[config.mk]
export PLATFORM = sky130hd
export DESIGN_NAME = alu_seq_flat
export DESIGN_NICKNAME = d
export VERILOG_FILES = /design/src/rtl/alu_pkg.sv /design/src/rtl/alu_seq_if.sv /design/src/rtl/alu_mul_iter.sv /design/src/rtl/alu_seq.sv /design/src/flat_wrapper.sv
export SDC_FILE = /design/constraint.sdc
export NUM_CORES = 1
export LEC_CHECK = 0
export ABC_CLOCK_PERIOD_IN_PS = 5200
export CORE_ASPECT_RATIO = 2
export CORE_MARGIN = 2
export CORE_UTILIZATION = 45
export CTS_CLUSTER_SIZE = 8
export DETAILED_ROUTE_END_ITERATION = 8
export GPL_TIMING_DRIVEN = 0
export PLACE_DENSITY = 0.68
export SETUP_SLACK_MARGIN = 0.15
export SYNTH_ARGS = -nofsm -noshare
export SYNTH_HDL_FRONTEND = slang
export SYNTH_HIERARCHICAL = 1
export SYNTH_SLANG_ARGS = --single-unit
[constraint.sdc]
create_clock -name clk -period 5.2 [get_ports clk]
set_input_delay 1.3 -clock clk [delete_from_list [all_inputs] [get_ports clk]]
set_output_delay 1.3 -clock clk [all_outputs]
set_load 0.01 [all_outputs]
[src/rtl/alu_pkg.sv]
// Shared encodings for the sequential ALU: operation codes and controller states.
package alu_pkg;
  typedef enum logic [1:0] {
    OP_ADD  = 2'b00,
    OP_SUB  = 2'b01,
    OP_MUL  = 2'b10,
    OP_RSVD = 2'b11
  } op_e;

  typedef enum logic [1:0] {
    IDLE,
    ADDSUB,
    MUL,
    FIN
  } state_e;
endpackage

[src/rtl/alu_seq_if.sv]
// Request/response bundle between the expression controller (master) and alu_seq (slave).
interface alu_seq_if #(parameter int WIDTH = 16);
  logic             start;
  logic [1:0]       op;
  logic [WIDTH-1:0] a;
  logic [WIDTH-1:0] b;
  logic             busy;
  logic             done;
  logic [WIDTH-1:0] result;
  logic             overflow;

  modport master (output start, op, a, b, input busy, done, result, overflow);
  modport slave  (input start, op, a, b, output busy, done, result, overflow);
endinterface

[src/rtl/alu_mul_iter.sv]
// Unsigned shift-add multiplier: one multiplier bit per step, LSB first, WIDTH steps.
module alu_mul_iter #(
  parameter int WIDTH = 16
) (
  input  logic               clk,
  input  logic               rst,
  input  logic               i_load,
  input  logic               i_step,
  input  logic [WIDTH-1:0]   i_mcand,
  input  logic [WIDTH-1:0]   i_mplier,
  output logic [2*WIDTH-1:0] o_prod,
  output logic               o_finished
);
  localparam logic [WIDTH-1:0] ITERS = WIDTH'(WIDTH);

  logic [2*WIDTH-1:0] r_acc;
  logic [2*WIDTH-1:0] r_mcand;
  logic [WIDTH-1:0]   r_mplier;
  logic [WIDTH-1:0]   r_cnt;

  assign o_prod     = r_acc;
  assign o_finished = (r_cnt == ITERS);

  always_ff @(posedge clk or posedge rst) begin
    if (rst) begin
      r_acc    <= '0;
      r_mcand  <= '0;
      r_mplier <= '0;
      r_cnt    <= '0;
    end else if (i_load) begin
      r_acc    <= '0;
      r_mcand  <= {{WIDTH{1'b0}}, i_mcand};
      r_mplier <= i_mplier;
      r_cnt    <= '0;
    end else if (i_step && !o_finished) begin
      if (r_mplier[0]) r_acc <= r_acc + r_mcand;
      r_mcand  <= r_mcand << 1;
      r_mplier <= r_mplier >> 1;
      r_cnt    <= r_cnt + WIDTH'(1);
    end
  end
endmodule

[src/rtl/alu_seq.sv]
// Sequential add/sub/signed-multiply ALU with done pulse and held overflow.
// Define ALU_SEQ_SAT_EN to saturate the result on overflow instead of wrapping.
module alu_seq
  import alu_pkg::*;
#(
  parameter int WIDTH = 16
) (
  input  logic       clk,
  input  logic       rst,
  alu_seq_if.slave   bus
);
  state_e             r_state, w_next;
  op_e                r_op;
  logic [WIDTH-1:0]   r_a, r_b;
  logic [WIDTH-1:0]   r_result;
  logic               r_ovf;

  logic               w_accept, w_load_res;
  logic [WIDTH-1:0]   w_mag_a, w_mag_b;
  logic [2*WIDTH-1:0] w_prod_mag, w_prod;
  logic               w_mul_fin, w_mul_neg, w_mul_ovf;
  logic [WIDTH-1:0]   w_b_inv, w_cin, w_sum;
  logic               w_as_ovf;
  logic [WIDTH-1:0]   w_fin_raw, w_fin_res;
  logic               w_fin_ovf, w_fin_neg;

  assign w_accept = (r_state == IDLE) && bus.start;

  // Magnitudes are unsigned WIDTH-bit, so the most-negative operand is exact.
  assign w_mag_a = bus.a[WIDTH-1] ? -bus.a : bus.a;
  assign w_mag_b = bus.b[WIDTH-1] ? -bus.b : bus.b;

  alu_mul_iter #(.WIDTH(WIDTH)) u_mul (
    .clk        (clk),
    .rst        (rst),
    .i_load     (w_accept && (op_e'(bus.op) == OP_MUL)),
    .i_step     (r_state == MUL),
    .i_mcand    (w_mag_a),
    .i_mplier   (w_mag_b),
    .o_prod     (w_prod_mag),
    .o_finished (w_mul_fin)
  );

  assign w_mul_neg = r_a[WIDTH-1] ^ r_b[WIDTH-1];
  assign w_prod    = w_mul_neg ? -w_prod_mag : w_prod_mag;
  assign w_mul_ovf = !((&w_prod[2*WIDTH-1:WIDTH-1]) || !(|w_prod[2*WIDTH-1:WIDTH-1]));

  // Subtract as a + ~b + 1; one overflow rule then covers both.
  assign w_b_inv  = (r_op == OP_SUB) ? ~r_b : r_b;
  assign w_cin    = WIDTH'(r_op == OP_SUB);
  assign w_sum    = r_a + w_b_inv + w_cin;
  assign w_as_ovf = (r_a[WIDTH-1] == w_b_inv[WIDTH-1]) && (w_sum[WIDTH-1] != r_a[WIDTH-1]);

  always_comb begin
    w_fin_raw = '0;
    w_fin_ovf = 1'b0;
    w_fin_neg = 1'b0;
    if (r_state == ADDSUB) begin
      w_fin_raw = w_sum;
      w_fin_ovf = w_as_ovf;
      w_fin_neg = r_a[WIDTH-1];
    end else if (r_state == MUL) begin
      w_fin_raw = w_prod[WIDTH-1:0];
      w_fin_ovf = w_mul_ovf;
      w_fin_neg = w_mul_neg;
    end
  end

`ifdef ALU_SEQ_SAT_EN
  assign w_fin_res = !w_fin_ovf ? w_fin_raw :
                     w_fin_neg  ? {1'b1, {(WIDTH-1){1'b0}}} : {1'b0, {(WIDTH-1){1'b1}}};
`else
  assign w_fin_res = w_fin_raw;
`endif

  always_comb begin
    w_next     = r_state;
    w_load_res = 1'b0;
    case (r_state)
      IDLE: if (bus.start) begin
        case (op_e'(bus.op))
          OP_ADD, OP_SUB: w_next = ADDSUB;
          OP_MUL:         w_next = MUL;
          default: begin
            w_next     = FIN;
            w_load_res = 1'b1;
          end
        endcase
      end
      ADDSUB: begin
        w_next     = FIN;
        w_load_res = 1'b1;
      end
      MUL: if (w_mul_fin) begin
        w_next     = FIN;
        w_load_res = 1'b1;
      end
      FIN:     w_next = IDLE;
      default: w_next = IDLE;
    endcase
  end

  always_ff @(posedge clk or posedge rst) begin
    if (rst) begin
      r_state  <= IDLE;
      r_op     <= OP_ADD;
      r_a      <= '0;
      r_b      <= '0;
      r_result <= '0;
      r_ovf    <= 1'b0;
    end else begin
      r_state <= w_next;
      if (w_accept) begin
        r_op <= op_e'(bus.op);
        r_a  <= bus.a;
        r_b  <= bus.b;
      end
      if (w_load_res) begin
        r_result <= w_fin_res;
        r_ovf    <= w_fin_ovf;
      end
    end
  end

  assign bus.busy     = (r_state == ADDSUB) || (r_state == MUL);
  assign bus.done     = (r_state == FIN);
  assign bus.result   = r_result;
  assign bus.overflow = r_ovf;
endmodule

[src/flat_wrapper.sv]
// flat-port wrapper written by rule: the top's interface ports become plain ports
module alu_seq_flat import alu_pkg::*;
#(
  parameter int WIDTH = 16
)
  (clk, rst, bus_start, bus_op, bus_a, bus_b, bus_busy, bus_done, bus_result, bus_overflow);
  alu_seq_if #(.WIDTH(WIDTH)) bus_i ();
  input  logic clk;
  input  logic rst;
  input wire logic [$bits(bus_i.start)-1:0] bus_start;
  input wire logic [$bits(bus_i.op)-1:0] bus_op;
  input wire logic [$bits(bus_i.a)-1:0] bus_a;
  input wire logic [$bits(bus_i.b)-1:0] bus_b;
  output wire logic [$bits(bus_i.busy)-1:0] bus_busy;
  output wire logic [$bits(bus_i.done)-1:0] bus_done;
  output wire logic [$bits(bus_i.result)-1:0] bus_result;
  output wire logic [$bits(bus_i.overflow)-1:0] bus_overflow;
  assign bus_i.start = bus_start;
  assign bus_i.op = bus_op;
  assign bus_i.a = bus_a;
  assign bus_i.b = bus_b;
  assign bus_busy = bus_i.busy;
  assign bus_done = bus_i.done;
  assign bus_result = bus_i.result;
  assign bus_overflow = bus_i.overflow;
  alu_seq #(.WIDTH(WIDTH)) u_core (.clk(clk), .rst(rst), .bus(bus_i));
endmodule
-- After elaboration in Yosys (flattened, before gate mapping)
Cells that the tools add are included.
- add/sub/neg operators: 7
- multiplexer cells: 25
- reduce and logical (&&, ||, !) cells: 19
- bitwise operators: 2
- eq/ne operators: 11
- operators with widths (kind ; number):
    $mux 32 ; 6
    $mux 16 ; 9
    $add 32x32->32 ; 1
    $neg 16->16 ; 2
    $neg 32->32 ; 1
    $reduce_and 17->1 ; 1
    $reduce_or 17->1 ; 1
    $add 16x1->16 ; 1
    $add 16x1->16 const B ; 1
    $add 16x16->16 ; 1
    $eq 16x5->1 const B ; 1
    $not 16->16 ; 1
    $pmux 2 s4 ; 1
    $eq 2x1->1 const B ; 3
    $eq 2x2->1 const B ; 3
    $mux 1 ; 5
    $logic_and 1x1->1 ; 4
    $logic_not 2->1 ; 2
    $mux 2 ; 2
    $pmux 2 s2 ; 1
    $reduce_and 2->1 ; 2
    $reduce_bool 2->1 ; 2
    $logic_not 1->1 ; 3
    $pmux 1 s3 ; 1
    other kinds (8) ; 9
- bits of input ports: 37
- register bits: 149
- word-level logic and storage cells: 74

-- Depth between registers and ports, before layout
- word-level depth: 8
- depth in mapped cells: 13
- depth with buffers taken out: 11

-- Modules after synthesis
Netlist, hierarchy kept.
- by module, submodules not included (module ; sequential area each (um^2) ; instances ; cells each ; area each (um^2)):
    alu_mul_iter ; 2402.3 ; 1 ; 680 ; 5920.7
    alu_seq ; 1326.3 ; 1 ; 540 ; 4642.0

-- Worst setup path before layout
No wires, ideal clock.
- kind: register -> register
- start: register u_core.r_op[0]
- end: register u_core.r_ovf (netlist: u_core/bus.overflow)
- path slack: 1.803 ns
- path buffers: 2
- stages on the path, launching flop included: 14
- arrival: 3.266 ns
- library setup time: 0.131 ns
- required time: 5.069 ns
- cells stage by stage: dfrtp_1 > nand2b_1 > clkbuf_1 > buf_1 > xnor2_1 > ha_1 > o21ai_0 > a22oi_1 > a211oi_1 > a21oi_1 > a41o_1 > mux2i_1 > a21oi_1 > or3_1
- longest elaborated chain between the ends: 7
- ends and longest elaborated chain (what ; RTL line ; source):
    from (decl) ; alu_seq.sv:13 ; op_e r_op;
    from (signal assigned) ; alu_seq.sv:114 ; r_op <= op_e'(bus.op);
    $eq 2x1->1 * ; alu_seq.sv:49, alu_seq.sv:50 ;
    $mux 16 ; alu_seq.sv:49 ; assign w_b_inv = (r_op == OP_SUB) ? ~r_b : r_b;
    $add 16x16->16 ; alu_seq.sv:51 ; assign w_sum = r_a + w_b_inv + w_cin;
    $add 16x1->16 ; alu_seq.sv:51 ;
    $ne 1x1->1 ; alu_seq.sv:52 ; assign w_as_ovf = (r_a[WIDTH-1] == w_b_inv[WIDTH-1]) && (w_sum[WIDTH-1] != r_a[WIDTH-1]);
    $logic_and 1x1->1 * ; alu_seq.sv:52 ;
    $mux 1 * ; alu_seq.sv:58 ; if (r_state == ADDSUB) begin
    to (signal assigned) ; alu_seq.sv:120 ; r_ovf <= w_fin_ovf;
    to (decl) ; alu_seq.sv:16 ; logic r_ovf;
Mark *: on every way between the ends. The rest lies on a longest branch, timed or not.
A chain may end at the register's enable or synchronous reset.

-- Final worst setup path
- start: register u_core.r_op[1]
- end: register u_core.r_ovf (netlist: u_core/bus.overflow)
The elaborated chain is that of the path after synthesis.

==> flow_summary.toml <==
[outcome]
run_status = "completed"

[layout]
finalNetCount = 1390
final_core_util_pct = 52.5
antenna_cells = 0
drive_above_1_share_pct = 7.94
areaGrowthSynthToFinish_pct = 14.9

[place]
gp_routability_congestion = 0.943
place.port_buffers = 55
detailed_place_hpwl_um = 24800
post_place_setup_slack_ps = 898

[timing]
postLayoutSetupSlackWorst_ps = 906
rsz0062_at_grt = "no"
fmaxAchievable_mhz = 233
finalHoldViolCount = 0
final_min_period_over_clock_period_pct = 82.6
report.final.slew_viol_count = 0
setup_viol = 0
timing_worst_slew_pin_value_ps = 1120
setup-tns-final_ps = 0
setup_skew_ps = 7.32
timing.hold.ws_ps = 508
period_needed_ps = 4290
slew_headroom_pct = 25.5

[floorplanning]
core_area_um2 = 23100
die_footprint_um2 = 24800
die_x_um = 112
initial_utilization_pct = 45.7
pin_count = 56
dieHeight_um = 221
site_rows = 79

[worst_hold_path]
whs_endpoint = "u_core/r_op[1]"
timing.hold.worst.class = "flop to flop"
hold_path_cells = 2
worst_hold_startpoint = "u_core/r_op[1]"

[clock_network]
post_cts.repair.setup_buffers = 0
cts_made_buffers = 17
clock_tree_from_tritoncts = "built"
numClockSinks = 149
ctsLongestPathBuffers = 2
insertion_delay_ps = 450
postCtsResizedCells = 0
htreeDepth = 4
cts_hold_repair.buffers = 0
clkTransAtPathRegs_ps = 60
cts.root.buffer_cell = "sky130_fd_sc_hd__clkbuf_16"

[grt]
total_global_routing_track_utilization_pct = 26.0
grt_overflow = 0
antenna_found_initial = 0
grt_max_degree = 54
first_global_vias = 9543
grt_first_pass_wirelength_um = 49600

[route]
drt-vias-per-instance = 5.94
wirelength_um = 31700
drc_errors = 0
dr_total_vias = 9463
wire_per_inst_um = 19.9
dr.pass1.iters = 5
drt.antenna.violating_nets = 0
drt_iter0_drc = 531

[critical_path]
worst_ep_required_time_ps = 5530
max_stage_delay_on_crit_path_ps = 610
path_delay_family = "compound AO/OA/AOI/OAI gates"
timing.critical_path.from_type = "flop"
ff2ff_setup_slack_ps = 910
cp_num_buf_inv = 2
crit_type = "flop to flop"
arrival_ps = 4620
critical_path_depth = 13
timing.rr.end = "u_core/bus.overflow"
crit_path_end_kind = "flop"
timing.critical_path.slowest_stage_cell = "sky130_fd_sc_hd__a211oi_1"
reg_to_reg_startpoint = "u_core/r_op[1]"
reg2regPathDepth = 13
cp_max_fo = 10
worstPathCellList = "nand2b_1 > clkbuf_1 > buf_1 > xnor2_1 > ha_1 > a211oi_1 > a22oi_1 > a211oi_1 > a21oi_1 > a41o_1 > mux2i_1 > a21oi_1 > or3_1"

[logic_synthesis]
synthDistinctLibCells = 81
syn_nets = 1314
synth.cell_area_um2 = 10600
synthCells = 1220
synth.top_cell.area_share_pct = 35.3
synth_async_sr_flop_share_pct = 100
synthesis.yosys.warnings = 6
synth-edff-count = 0
synth_area_leader_cell = "sky130_fd_sc_hd__dfrtp_1"
postSynthRegisterBits = 149
synth.yosys.seq_area_share_pct = 35.3
yosys_most_used_dff = "sky130_fd_sc_hd__dfrtp_1"
netlist_top_cells_area = "sky130_fd_sc_hd__dfrtp_1 (35%), sky130_fd_sc_hd__nand2_1 (6.7%), sky130_fd_sc_hd__ha_1 (6.5%), sky130_fd_sc_hd__a21oi_1 (5.3%), sky130_fd_sc_hd__xnor2_1 (5.1%)"
syn_area_per_cell_um2 = 8.66

[power]
p_leak_nw = 5.18
power.density_cell_area_nw_per_um2 = 716
vdd.ir_drop.worst_mv = 0.537

[flow_run]
timing.max_cap.violations = 0
-- worst max path at each step --
| stage | to | from | slack (ps) |
|---|---|---|---|
| 6_report | u_core/bus.overflow | u_core/r_op[1] | 910 |
| 5_1_grt | u_core/bus.overflow | u_core/r_op[1] | 610 |
| 4_1_cts | u_core/bus.overflow | u_core/r_op[1] | 870 |
| 3_5_place_dp | u_core/bus.overflow | u_core/r_op[1] | 900 |
| 3_3_place_gp | u_core/u_mul/o_prod[13] | rst | -200 |
| 2_1_floorplan | u_core/u_mul/o_prod[0] | rst | 1390 |
-- cells in the final DEF, fill, tap and decap left out, drive strengths merged, types with 14 or more instances in the layout --
master	count
nand2	189
dfrtp	149
a21oi	114
o21ai	87
nor2	75
xnor2	62
clkbuf	62
clkdlybuf4s50	55
ha	55
xor2	45
inv	35
mux2i	31
mux2	29
nand3	28
nand4	21
nor3	19
o31ai	18
buf	17
a21o	14
nor2b	14
-- registers in the layout, summed over array words and instances (netlist names) --
register / cells
u_core/u_mul/o_prod: 32
u_core/u_mul/r_mcand: 32
u_core/bus.result: 16
u_core/r_a: 16
u_core/r_b: 16
u_core/u_mul/r_cnt: 16
u_core/u_mul/r_mplier: 16
u_core/r_op: 2
u_core/r_state: 2
u_core/bus.overflow: 1
-- final cells by class --
type / instances / area, µm²
fill: 2246 / 11000
multi-input combinational: 981 / 6470
sequential: 149 / 3730
timing repair buffer: 57 / 598
clock buffer: 20 / 447
tap: 283 / 354
buffer: 57 / 240
clock inverter: 12 / 176
inverter: 33 / 126
-- cell families (layout without fill, tap and decap cells) --
| group | Yosys count | count (layout) | synth area share (%) |
|---|---|---|---|
| buffers and inverters | 90 | 179 | 3.45 |
| xor gates and xnor gates | 107 | 107 | 8.87 |
| muxes | 60 | 60 | 6.03 |
| and+or+nand+nor | 430 | 430 | 19.9 |
| adders and majority gates | 57 | 57 | 6.89 |
| DFF | 149 | 149 | 35.3 |
| AOI/OAI and AO/OA | 327 | 327 | 19.6 |
-- cell usage after synthesis (all sizes together), types with 9 or more instances --
cell    instances
nor4           12
nand2         189
a22oi          11
buf            15
xnor2          62
inv            33
or4            10
a21oi         114
o21ai          87
ha             55
nor3           19
dfrtp         149
o31ai          18
nor2           75
xor2           45
a31oi          11
a211oi          9
nand3          28
a21o           14
mux2           29
or3            13
nor2b          14
nand4          21
and3           13
clkbuf         42
mux2i          31
-- through the flow --
step,cell area [µm²],total power (W),cells
CTS,12100,0.00866,1592
global placement,11500,0.00719,1558
floorplan,10600,0.00578,1220
global route,12100,0.00930,1592
finish,12100,0.00869,1592
detailed placement,11500,0.00729,1560
-- where the power goes --
part	internal, W	switching, W	leakage (nW)
clock network	0.000816	0.000510	0.301
registers	0.00167	0.000591	1.87
logic	0.00209	0.00301	3.01
total	0.00458	0.00411	5.18
-- layer usage --
metal  vias up  GRT usage [%]  wire (µm)
met1      4574           24.3      10800
met5         -              0          0
met2       243           48.1      16900
met3       106           4.03        910
met4         0           23.0       3110
li1       4540              -          -
-- worst register-to-register path: stages (launching register included) --
cell and delay [ps]:
sky130_fd_sc_hd__dfrtp_1 360, sky130_fd_sc_hd__nand2b_1 110, sky130_fd_sc_hd__clkbuf_1 450, sky130_fd_sc_hd__buf_1 560, sky130_fd_sc_hd__xnor2_1 150, sky130_fd_sc_hd__ha_1 230, sky130_fd_sc_hd__a211oi_1 210, sky130_fd_sc_hd__a22oi_1 200
sky130_fd_sc_hd__a211oi_1 610, sky130_fd_sc_hd__a21oi_1 260, sky130_fd_sc_hd__a41o_1 370, sky130_fd_sc_hd__mux2i_1 180, sky130_fd_sc_hd__a21oi_1 120, sky130_fd_sc_hd__or3_1 380
(Power assumes the default switching activity.)
